==> src/rtl/chien_ctrl_p32.sv <==
// chien_ctrl_p32: Chien search sequencer that loads lambda, steps P lanes per beat, counts roots and flags failure.
// Build option CHIEN_EARLY_STOP_EN freezes the datapath once the expected root count is reached.
module chien_ctrl_p32 #(
   parameter int P          = 8,
   parameter int NUM_ITER   = 256,
   parameter int LAST_VALID = 8
) (
   input  logic             clk,
   input  logic             reset,
   input  logic             lam_valid,
   output logic             lam_ready,
   input  logic [3:0]       lam_deg,
   output logic             cs_sel,
   output logic             cs_enable,
   input  logic [13*P-1:0]  sigma_bus,
   output logic             loc_valid,
   input  logic             loc_ready,
   output logic [P-1:0]     loc_mask,
   output logic             loc_last,
   output logic             done,
   output logic             fail,
   output logic [3:0]       root_cnt
);
   localparam int CW = $clog2(NUM_ITER + 1);
   typedef enum logic [1:0] {IDLE, LOAD, RUN, FINISH} state_t;
   state_t state_q, state_d;
   logic [CW-1:0] step_q, step_d;
   logic [3:0] deg_q, deg_d, root_cnt_q, root_cnt_d;
   logic loc_valid_q, loc_valid_d, fail_q, fail_d;
   logic [P-1:0] zero_lanes, last_keep;
   logic [7:0] pop;
   logic [8:0] sum;
   logic hs, adv, stopped, fail_calc;
`ifdef CHIEN_EARLY_STOP_EN
   assign stopped = state_q == RUN && root_cnt_q == deg_q;
`else
   assign stopped = 1'b0;
`endif
   always_comb begin
      zero_lanes = '0;
      last_keep = '0;
      for (int i = 0; i < P; i++) begin
         zero_lanes[i] = sigma_bus[13*i +: 13] == 13'd0;
         last_keep[i] = i < LAST_VALID;
      end
   end
   // step_q counts beats issued, so the beat on the bus is index step_q-1
   assign loc_last = loc_valid_q && step_q == CW'(NUM_ITER);
   assign loc_mask = (!loc_valid_q || stopped) ? '0 : loc_last ? zero_lanes & last_keep : zero_lanes;
   always_comb begin
      pop = '0;
      for (int i = 0; i < P; i++) pop = pop + 8'(loc_mask[i]);
   end
   assign sum = 9'(root_cnt_q) + 9'(pop);
   assign loc_valid = loc_valid_q;
   assign root_cnt = root_cnt_q;
   always_comb begin
      state_d = state_q;
      step_d = step_q;
      deg_d = deg_q;
      root_cnt_d = root_cnt_q;
      loc_valid_d = loc_valid_q;
      fail_d = fail_q;
      hs = loc_valid_q && loc_ready;
      adv = state_q == RUN && step_q < CW'(NUM_ITER) && (!loc_valid_q || loc_ready);
      lam_ready = state_q == IDLE;
      cs_sel = state_q == LOAD;
      cs_enable = cs_sel || (adv && !stopped);
      done = state_q == FINISH;
      fail_calc = deg_q > 4'd8 || root_cnt_q != deg_q;
      fail = done ? fail_calc : fail_q;
      if (hs) root_cnt_d = sum > 9'd15 ? 4'd15 : sum[3:0];
      unique case (state_q)
         IDLE: if (lam_valid) begin
            state_d = LOAD;
            deg_d = lam_deg;
            root_cnt_d = '0;
            step_d = '0;
            fail_d = 1'b0;
         end
         LOAD: begin
            state_d = RUN;
            step_d = CW'(1);
            loc_valid_d = 1'b1;
         end
         RUN: begin
            if (adv) step_d = step_q + CW'(1);
            loc_valid_d = adv ? 1'b1 : hs ? 1'b0 : loc_valid_q;
            if (hs && loc_last) state_d = FINISH;
         end
         FINISH: begin
            fail_d = fail_calc;
            state_d = IDLE;
         end
      endcase
   end
   always_ff @(posedge clk or negedge reset) begin
      if (!reset) begin
         state_q <= IDLE;
         step_q <= '0;
         deg_q <= '0;
         root_cnt_q <= '0;
         loc_valid_q <= 1'b0;
         fail_q <= 1'b0;
      end else begin
         state_q <= state_d;
         step_q <= step_d;
         deg_q <= deg_d;
         root_cnt_q <= root_cnt_d;
         loc_valid_q <= loc_valid_d;
         fail_q <= fail_d;
      end
   end
endmodule

==> config.mk <==
export PLATFORM = sky130hd
export DESIGN_NAME = chien_ctrl_p32
export DESIGN_NICKNAME = d
export VERILOG_FILES = /design/src/rtl/chien_ctrl_p32.sv
export SDC_FILE = /design/constraint.sdc
export NUM_CORES = 1
export LEC_CHECK = 0
export CORE_ASPECT_RATIO = 0.5
export CORE_MARGIN = 2
export CORE_UTILIZATION = 25
export CTS_BUF_LIST = sky130_fd_sc_hd__clkbuf_16
export CTS_CLUSTER_SIZE = 12
export DETAILED_ROUTE_END_ITERATION = 16
export DONT_BUFFER_PORTS = 1
export HOLD_SLACK_MARGIN = 0.02
export PLACE_DENSITY = 0.48
export SLEW_MARGIN = 25
export SYNTH_ARGS = -nofsm -noshare
export SYNTH_HDL_FRONTEND = slang
export SYNTH_SLANG_ARGS = --single-unit
==> constraint.sdc <==
create_clock -name clk -period 4.5 [get_ports clk]
set_clock_uncertainty 0.05 [all_clocks]
set_input_delay 0.675 -clock clk [delete_from_list [all_inputs] [get_ports clk]]
set_output_delay 0.675 -clock clk [all_outputs]
set_load 0.005 [all_outputs]
==> results of run 1 <==
-- through the flow --
| stage | utilization (%) | power [mW] | instances | setup WS, ps | hold WS (ps) |
|---|---|---|---|---|---|
| finish | 29.12 | 0.9594 | 291 | 607.2 | 62.40 |
| global route | 29.12 | 1.054 | 291 | 341.6 | 48.19 |
| CTS | 29.12 | 0.9778 | 291 | 571.4 | 52.23 |
| detailed placement | 27.95 | 0.7816 | 287 | 307.4 | 330.2 |
| global placement | 27.95 | 0.7768 | 287 | 392.2 | 330.0 |
| floorplan | - | 0.6777 | 197 | 524.7 | 329.4 |
-- cells in the final DEF (no fill, tap or decap), drive strengths merged, types with 2 or more instances in the layout --
cell type  count
o21ai         10
and2           3
nand3          9
a21oi          6
a31oi          3
a22o           3
xor2           3
clkbuf         3
ha            12
nand4          7
nor4          26
mux2           5
nand2          9
fa             5
nor2b         12
dfrtp         21
o211ai         3
mux2i          2
nor3           5
o2bb2ai        2
and2b          2
nor2          11
nor4b          2
inv           20
-- flip-flops by register name (all words and copies together), names as in the netlist --
name / cells
deg_q: 4
loc_valid: 1
fail_q: 1
root_cnt: 4
state_q: 2
step_q: 9
-- logic make-up after synthesis --
| group | Yosys count | synth area share (%) |
|---|---|---|
| multiplexers | 7 | 4.251 |
| adder cells (fa/ha/maj) | 17 | 13.94 |
| flip-flops | 21 | 29.27 |
| AO/OA/AOI/OAI | 34 | 13.38 |
| buffers and inverters | 23 | 5.087 |
| AND/OR/NAND/NOR | 91 | 32.13 |
| XOR/XNOR | 4 | 1.952 |
-- worst max-delay path, delay by kind of cell --
family / cells / cell delay, ps
AND/OR/NAND/NOR: 4 / 810
AO/OA/AOI/OAI: 2 / 240
adder cells (fa/ha/maj): 5 / 2210
buffers and inverters: 1 / 60
-- synth_stat cells (all sizes together) --
library cell	number
a21o	1
a21oi	6
a22o	3
a2bb2oi	1
a31oi	3
and2	3
and2b	2
and3	1
and3b	1
and4	1
and4bb	1
buf	2
clkbuf	1
dfrtp	21
fa	5
ha	12
inv	20
mux2	5
mux2i	2
nand2	9
nand3	9
nand4	7
nor2	11
nor2b	12
nor3	5
nor4	26
nor4b	2
o2111a	1
o211ai	3
o21a	1
o21ai	10
o22a	1
o2bb2ai	2
o31ai	1
o32ai	1
or4	1
xnor2	1
xor2	3
-- how the worst min path moves through the flow --
stage	start	depth (start not counted)	end	slack, ps
final	reset	0	step_q[0]$_DFFE_PN0P_	60
after global routing	reset	0	step_q[0]$_DFFE_PN0P_	50
after CTS	reset	0	step_q[0]$_DFFE_PN0P_	50
after detailed placement	reset	0	step_q[0]$_DFFE_PN0P_	330
after global placement	reset	0	step_q[0]$_DFFE_PN0P_	330
after floorplan	reset	0	deg_q[0]$_DFFE_PN0P_	330
-- cell type report --
class                      count  area [sq um]  area share (%)
multi-input combinational    153          1179           59.47
sequential                    21         525.5           26.52
tap                           92         115.1           5.808
clock buffer                   3         75.07           3.788
inverter                      20         75.07           3.788
timing repair buffer           1         7.507          0.3788
clock inverter                 1         5.005          0.2525
-- power by group through the flow --
stage | clock [mW] | sequential, mW | combinational, mW
6_report | 0.188 | 0.313 | 0.458
3_3_place_gp | 0 | 0.314 | 0.463
3_5_place_dp | 0 | 0.317 | 0.465
2_1_floorplan | 0 | 0.296 | 0.382
5_1_grt | 0.202 | 0.320 | 0.532
4_1_cts | 0.197 | 0.313 | 0.467
-- routing by layer --
metal  GRT usage [%]  wire length [um]  vias to the layer above
met5               0                 0                        -
met4           2.131                27                        0
met3           2.589               199                        2
met2           19.23              2322                       48
met1           15.30              2085                      744
li1                -                 -                      738
==> summary.md, run 1 <==
| Metric | Value |
|---|---|
| Status | `finished, final reports clean` |
| Initial DRT Pass Iterations | `4` |
| Largest net degree at the start of global routing | `22` |
| Critical path required time | `4620 ps` |
| Vias in the first global route | `1,468` |
| TritonCTS clock tree | `done` |
| Period minus WS final | `3893 ps` |
| Hold WC Path Type | `in2async` |
| Gr usage total | `11.50%` |
| Post-CTS sizing | `0` |
| Cells after Synth | `197` |
| Initial Utilization | `26.38%` |
| Drt total wl | `4635 um` |
| Setup_tns | `0 ps` |
| Clock share of power | `19.6%` |
| DP HPWL | `3961 um` |
| Sinks on Clock Net | `21` |
| CP Data Arrival Time | `4010 ps` |
| Yosys reg bits | `21` |
| Avg Inst Size Synth | `9.114 sq um` |
| Worst Max-Slew Pin Slew | `510.3 ps` |
| Core area | `6805 sq um` |
| Area growth syn-to-layout | `10.38%` |
| Fin area | `1982 sq um` |
| DRC | `0` |
| Final-report hold violation count | `0` |
| CP Cell Sequence | `nor4_1 > and4_1 > inv_1 > fa_1 > fa_1 > fa_1 > fa_1 > fa_1 > nor2b_1 > o21ai_0 > o2111a_1 > nor3_1` |
| Net Sw Frac | `41.69%` |
| Max-Cap Viols | `0` |
| Initial DRC count | `91` |
| CP Capture Type | `flop` |
| Clock Latency Late Sink | `250 ps` |
| Row cnt | `21` |
| Final-stage net count | `329` |
| Layout cells sized above 1 | `9.045%` |
| Final Cycle Share | `86.51%` |
| Top post-synthesis cells by area | `dfrtp_1, ha_1, nor4_1, fa_1, inv_1` |
| GPL Wtd Cong | `0.8172` |
| Vias per cell | `5.265` |
| Pwr Density | `484.1 nW/um^2` |
| Crit-path most repeated cell | `fa_1` |
| Power Internal | `0.5594 mW` |
| Via count of the routed design | `1,532` |
| Worst rel slew slack | `65.98%` |
| RSZ-0062 raised after global routing | `no` |
| Warnings from Yosys | `0` |
| CTS H-tree depth | `1` |
| Diodes inserted | `0` |
| Crit Path Max Fanout | `2` |
| Layout filler cell count | `724` |
| Switching power | `0.4000 mW` |
| First-pass GRT wire length | `7120 um` |
| Die X-Extent | `123.9 um` |
| Mapped Nets | `326` |
| Slowest cell on crit path | `fa_1` |
| Worst reg2reg path depth | `12` |
| Post-synth cell types | `48` |
| Clk Tree Root Cell | `clkbuf_16` |
| Sequential area share after synthesis | `29.27%` |
| Clock transition at path regs | `60 ps` |
| Crit path from | `sigma_bus[0]` |
| P_leak | `0.8373 nW` |
| R2r startpoint | `loc_valid$_DFFE_PN0P_` |
| Placed inst area | `1902 sq um` |
| Routed Antenna Nets | `0` |
| Drt wl/cell | `15.93 um` |
| Hold Buf Count CTS | `0` |
| Area fraction of the dominant cell type after synthesis | `29.27%` |
| Num CTS Buffers | `3` |
| Slack of the worst reg-to-reg path | `680 ps` |
| Initial antenna violation count | `0` |
| Nature of the critical path startpoint | `input port` |
| Crit path to | `root_cnt[3]$_DFF_PN0_` |
| Peak supply drop | `0.0001538 V` |
| Combinational fraction of design power | `47.8%` |
| Yosys top cell by area | `dfrtp_1` |
| Reg-to-reg critical path endpoint | `root_cnt[3]$_DFF_PN0_` |
| Synth Cell Area | `1795 sq um` |
| Total grt overflow | `0` |
| I/O pin total | `131` |
| Buffers added on ports | `0` |
| Die area | `7917 sq um` |
| Flop pwr share | `32.6%` |
| Setup violators final | `0` |
| Kind of critical path | `in2reg` |
| Post CTS Setup Buffer Count | `0` |
| Max incr delay on CP | `510 ps` |
| Max Freq | `0.2569 GHz` |
| Die Y | `63.93 um` |
| Clk buf depth | `2` |
| Pins Over Slew Limit | `0` |
Power figures use the tool's default switching activity.
==> inputs of run 2 (changes only) <==
Settings changed: CORE_UTILIZATION 25 to 51, PLACE_DENSITY 0.48 to 0.76, SLEW_MARGIN 25 to unset.
==> summary.md, run 2 (synthesis gave the netlist of run 1 again) <==
| Metric | Value |
|---|---|
| Status | `finished, final reports clean` |
| Slowest cell on crit path | `fa_1` |
| Crit-path most repeated cell | `fa_1` |
| Power, Total | `0.9716 mW` |
| Buffers added on ports | `0` |
| DP HPWL | `3598 um` |
| Period minus WS final | `4044 ps` |
| Vias per cell | `6.356` |
| Total grt overflow | `0` |
| DRC | `0` |
| Most common cell after layout, fill and taps aside | `nor4_1` |
| Nature of the critical path startpoint | `input port` |
| Row cnt | `15` |
| Initial Utilization | `52.85%` |
| CP Cell Sequence | `nor4_1 > and4_1 > inv_1 > fa_1 > fa_1 > fa_1 > fa_1 > fa_1 > nor2b_1 > o21ai_0 > o2111a_1 > nor3_1` |
| Placed inst area | `1851 sq um` |
| GPL Wtd Cong | `0.8224` |
| Worst rel slew slack | `64.65%` |
| Drt wl/cell | `17.94 um` |
| WP depth | `12` |
| CP Capture Type | `flop` |
| Reg-to-reg critical path endpoint | `root_cnt[3]$_DFF_PN0_` |
| Worst path bufs/invs | `1` |
| Max incr delay on CP | `510 ps` |
| Area growth syn-to-layout | `7.456%` |
| Die X-Extent | `87.91 um` |
| TritonCTS clock tree | `done` |
| Post CTS Setup Buffer Count | `0` |
| Initial antenna violation count | `0` |
| Setup violators final | `0` |
| Biggest register | `step_q` |
| CTS H-tree depth | `1` |
| Layout filler cell count | `290` |
| Number of flip-flops in the largest register | `9` |
| Max-Cap Viols | `0` |
| Routed Antenna Nets | `0` |
| Drt total wl | `4484 um` |
| Pins Over Slew Limit | `0` |
| First-pass GRT wire length | `6810 um` |
| Worst Max-Slew Pin Slew | `530.3 ps` |
| Slack of the worst reg-to-reg path | `600 ps` |
| Sinks on Clock Net | `21` |
| Final-stage net count | `329` |
| Post-CTS sizing | `0` |
| P_leak | `0.8387 nW` |
| Die Y | `45.96 um` |
| Worst reg2reg path depth | `12` |
| Most frequent cells in the layout | `nor4_1, inv_1, dfrtp_1` |
| Post-Place Worst Slack | `268.1 ps` |
| Kind of critical path | `in2reg` |
| Setup WS post-layout | `455.5 ps` |
| Fin area | `1929 sq um` |
| Gr usage total | `22.40%` |
| Crit Path Max Fanout | `2` |
| Diodes inserted | `0` |
| R2r startpoint | `loc_valid$_DFFE_PN0P_` |
| Critical path required time | `4610 ps` |
| Setup_tns | `0 ps` |
| Vias in the first global route | `1,452` |
| Peak supply drop | `0.0002776 V` |
| I/O pin total | `131` |
| Via count of the routed design | `1,589` |
| Die area | `4040 sq um` |
| Hold Buf Count CTS | `0` |
| Max Freq | `0.2473 GHz` |
| Largest net degree at the start of global routing | `22` |
| Num CTS Buffers | `3` |
| Clk Tree Root Cell | `clkbuf_16` |
| Final-report hold violation count | `0` |
| Final Cycle Share | `89.88%` |
| CP top delay family | `adder cells` |
| RSZ-0062 raised after global routing | `no` |
| Pwr Density | `503.6 nW/um^2` |
| Clock Latency Late Sink | `250 ps` |
| Initial DRC count | `49` |
| CP Data Arrival Time | `4160 ps` |
| Hold WC Path Type | `in2async` |
| Core area | `3397 sq um` |
| Clock transition at path regs | `60 ps` |
| Layout cells sized above 1 | `8.543%` |
| Initial DRT Pass Iterations | `5` |
| Clk buf depth | `2` |
## run 2: cell count changes in the layout (fill, tap and decap cells not counted)
| cell | change |
|---|---|
| inv_1 | +1 |
| clkinv_2 | -1 |
## run 2: per-layer routing
metal | track usage [%] | vias to the layer above | routed length [um] | part of all wire [%]
met5 | 0 | - | 0 | 0
met4 | 2.769 | 0 | 0 | 0
met3 | 5.254 | 0 | 298 | 6.6
met2 | 36.82 | 71 | 2209 | 49
met1 | 31.46 | 777 | 1976 | 44
li1 | - | 741 | - | -
## run 2: worst max path at each step
| stage | slack (ps) | end | startpoint |
|---|---|---|---|
| 3_5_place_dp | 270 | root_cnt[3]$_DFF_PN0_ | sigma_bus[9] |
| 3_3_place_gp | 400 | root_cnt[3]$_DFF_PN0_ | sigma_bus[0] |
| 6_report | 460 | root_cnt[3]$_DFF_PN0_ | sigma_bus[9] |
| 2_1_floorplan | 520 | root_cnt[3]$_DFF_PN0_ | sigma_bus[9] |
| 4_1_cts | 500 | root_cnt[3]$_DFF_PN0_ | sigma_bus[9] |
| 5_1_grt | 310 | root_cnt[3]$_DFF_PN0_ | sigma_bus[13] |
## run 2: cell type report
cell class,count,area (sq um),area share (%)
repair buffers,1,7.507,0.3891
well taps,51,63.81,3.307
flip-flops and latches,21,525.5,27.24
clock inverters,1,3.754,0.1946
clock buffers,3,75.07,3.891
inverters,20,75.07,3.891
multi-input cells,153,1179,61.09
## run 2: per-stage QoR
step                      hold WS, ps  instances  util (%)
after floorplan                 329.4        197         -
after global placement          329.8        246     54.48
after detailed placement        329.9        246     54.48
after CTS                       58.33        250     56.80
after global routing            53.13        250     56.80
final                           62.76        250     56.80
## run 2: power by group
part           leakage, nW  internal, mW  switching, mW
combinational        0.532         0.195          0.271
clock               0.0423         0.118         0.0689
sequential           0.265         0.246         0.0717
total                0.839         0.560          0.412
==> inputs of run 3 (changes only) <==
Clock period 4.5 ns to 4.95 ns, I/O delays scaled along.
==> summary.md, run 3 (synthesis gave the netlist of run 1 again) <==
| Metric | Value |
|---|---|
| Inst Count DP | `245` |
| Layout filler cell count | `289` |
| Post CTS Setup Buffer Count | `0` |
| Peak supply drop | `0.0002482 V` |
| Crit-path most repeated cell | `fa_1` |
| Setup_tns | `0 ps` |
| Initial antenna violation count | `0` |
| TritonCTS clock tree | `done` |
| Area growth syn-to-layout | `7.108%` |
| Layout cells sized above 1 | `8.586%` |
| CP Capture Type | `flop` |
| Slack of the worst reg-to-reg path | `890 ps` |
| Worst reg2reg path depth | `12` |
| Vias per cell | `6.277` |
| Biggest register | `step_q` |
| Nature of the critical path startpoint | `flop` |
| Most common cell after layout, fill and taps aside | `nor4_1` |
| M2 GR Usage | `36.06%` |
| Die X-Extent | `87.91 um` |
| RSZ-0062 raised after global routing | `no` |
| Num CTS Buffers | `3` |
| Reg-to-reg critical path endpoint | `root_cnt[3]$_DFF_PN0_` |
| Critical path required time | `5070 ps` |
| Die Y | `45.96 um` |
| Initial DRC count | `82` |
| First-pass GRT wire length | `6686 um` |
| DP HPWL | `3679 um` |
| CP Cell Sequence | `nor2b_1 > and4_1 > inv_1 > fa_1 > fa_1 > fa_1 > fa_1 > fa_1 > nor2b_1 > o21ai_0 > o2111a_1 > nor3_1` |
| Total grt overflow | `0` |
| Worst Max-Slew Pin Slew | `542.6 ps` |
| Drt wl/cell | `17.98 um` |
| Period minus WS final | `4063 ps` |
| Post-Layout Cell Count | `249` |
| Buffers added on ports | `0` |
| Diodes inserted | `0` |
| Largest net degree at the start of global routing | `22` |
| R2r startpoint | `loc_valid$_DFFE_PN0P_` |
| Sinks on Clock Net | `21` |
| Max Freq | `0.2461 GHz` |
| Post-CTS sizing | `0` |
| Slowest cell on crit path | `dfrtp_1` |
| Most frequent cells in the layout | `nor4_1, dfrtp_1, inv_1` |
| Initial DRT Pass Iterations | `4` |
| Hold Buf Count CTS | `0` |
| Crit path from | `loc_valid$_DFFE_PN0P_` |
| Pwr Density | `461.2 nW/um^2` |
| DRC | `0` |
| Clk buf depth | `2` |
| Max incr delay on CP | `610 ps` |
| Via count of the routed design | `1,563` |
| Routed Antenna Nets | `0` |
| Drt total wl | `4477 um` |
| CTS H-tree depth | `1` |
| GPL Wtd Cong | `0.8104` |
| Hold WC Path Type | `in2async` |
| Gr usage total | `22.28%` |
| GRT met1 Usage | `31.43%` |
| Max-Cap Viols | `0` |
| Setup violators final | `0` |
| Status | `finished, final reports clean` |
| Die area | `4040 sq um` |
| Clock Latency Late Sink | `260 ps` |
| Clock transition at path regs | `60 ps` |
| Met3 usage | `5.254%` |
| Final Cycle Share | `82.09%` |
| P_leak | `0.8331 nW` |
| Final-report hold violation count | `0` |
| CP Data Arrival Time | `4180 ps` |
| Worst rel slew slack | `63.83%` |
| Gr busiest metal | `met2` |
| Pins Over Slew Limit | `0` |
| Number of flip-flops in the largest register | `9` |
| I/O pin total | `131` |
| Row cnt | `15` |
| Crit Path Max Fanout | `13` |
| Final-stage net count | `328` |
| Core area | `3397 sq um` |
| Vias in the first global route | `1,426` |
| Clk Tree Root Cell | `clkbuf_16` |
| Kind of critical path | `reg2reg` |
| Initial Utilization | `52.85%` |
[run 3: cell count changes in the layout (fill, tap and decap cells not counted)]
cell and change:
buf_4 -1, clkinv_2 +1, inv_1 -1
[run 3: cell type report]
| type | instances | area [sq um] | share of cell area [%] |
|---|---|---|---|
| Clock buffer | 3 | 75.07 | 3.904 |
| Tap cell | 51 | 63.81 | 3.318 |
| Inverter | 20 | 75.07 | 3.904 |
| Sequential cell | 21 | 525.5 | 27.33 |
| Clock inverter | 1 | 5.005 | 0.2602 |
| Multi-Input combinational cell | 153 | 1179 | 61.29 |
[run 3: worst max-delay path: cells and delay by family, from the launching register on]
kind	cells	cell delay [ps]
buffers and inverters	1	80
DFF	1	610
AOI/OAI and AO/OA	2	260
adders and majority gates	5	2210
and+or+nand+nor	4	760
[run 3: how the worst max path moves through the flow]
stage,to,depth (start not counted)
finish,root_cnt[3]$_DFF_PN0_,12
global route,root_cnt[3]$_DFF_PN0_,12
CTS,root_cnt[3]$_DFF_PN0_,12
detailed placement,root_cnt[1]$_DFF_PN0_,12
global placement,root_cnt[3]$_DFF_PN0_,12
floorplan,root_cnt[3]$_DFF_PN0_,12
[run 3: metal layers]
layer  share of wire, %  vias to the layer above
li1                   -                      734
met3                6.3                        2
met4               0.18                        0
met5                  0                        -
met1                 45                      774
met2                 48                       53
[run 3: power breakdown]
group / leakage, nW / internal, mW / total (mW) / switching, mW
combinational: 0.527 / 0.177 / 0.427 / 0.250
sequential: 0.265 / 0.224 / 0.287 / 0.0630
clock: 0.0409 / 0.109 / 0.173 / 0.0641
total: 0.833 / 0.510 / 0.887 / 0.377
[run 3: per-stage QoR]
step	utilization, %	power, mW	area (sq um)	hold slack, ps	setup slack (ps)
after floorplan	-	0.6161	1795	396.9	907.2
after global placement	54.25	0.6916	1843	397.3	776.1
after detailed placement	54.25	0.7171	1843	397.3	708.1
after CTS	56.61	0.8911	1923	124.8	906.0
after global routing	56.61	0.9585	1923	115.0	642.7
final	56.61	0.8869	1923	125.2	886.7
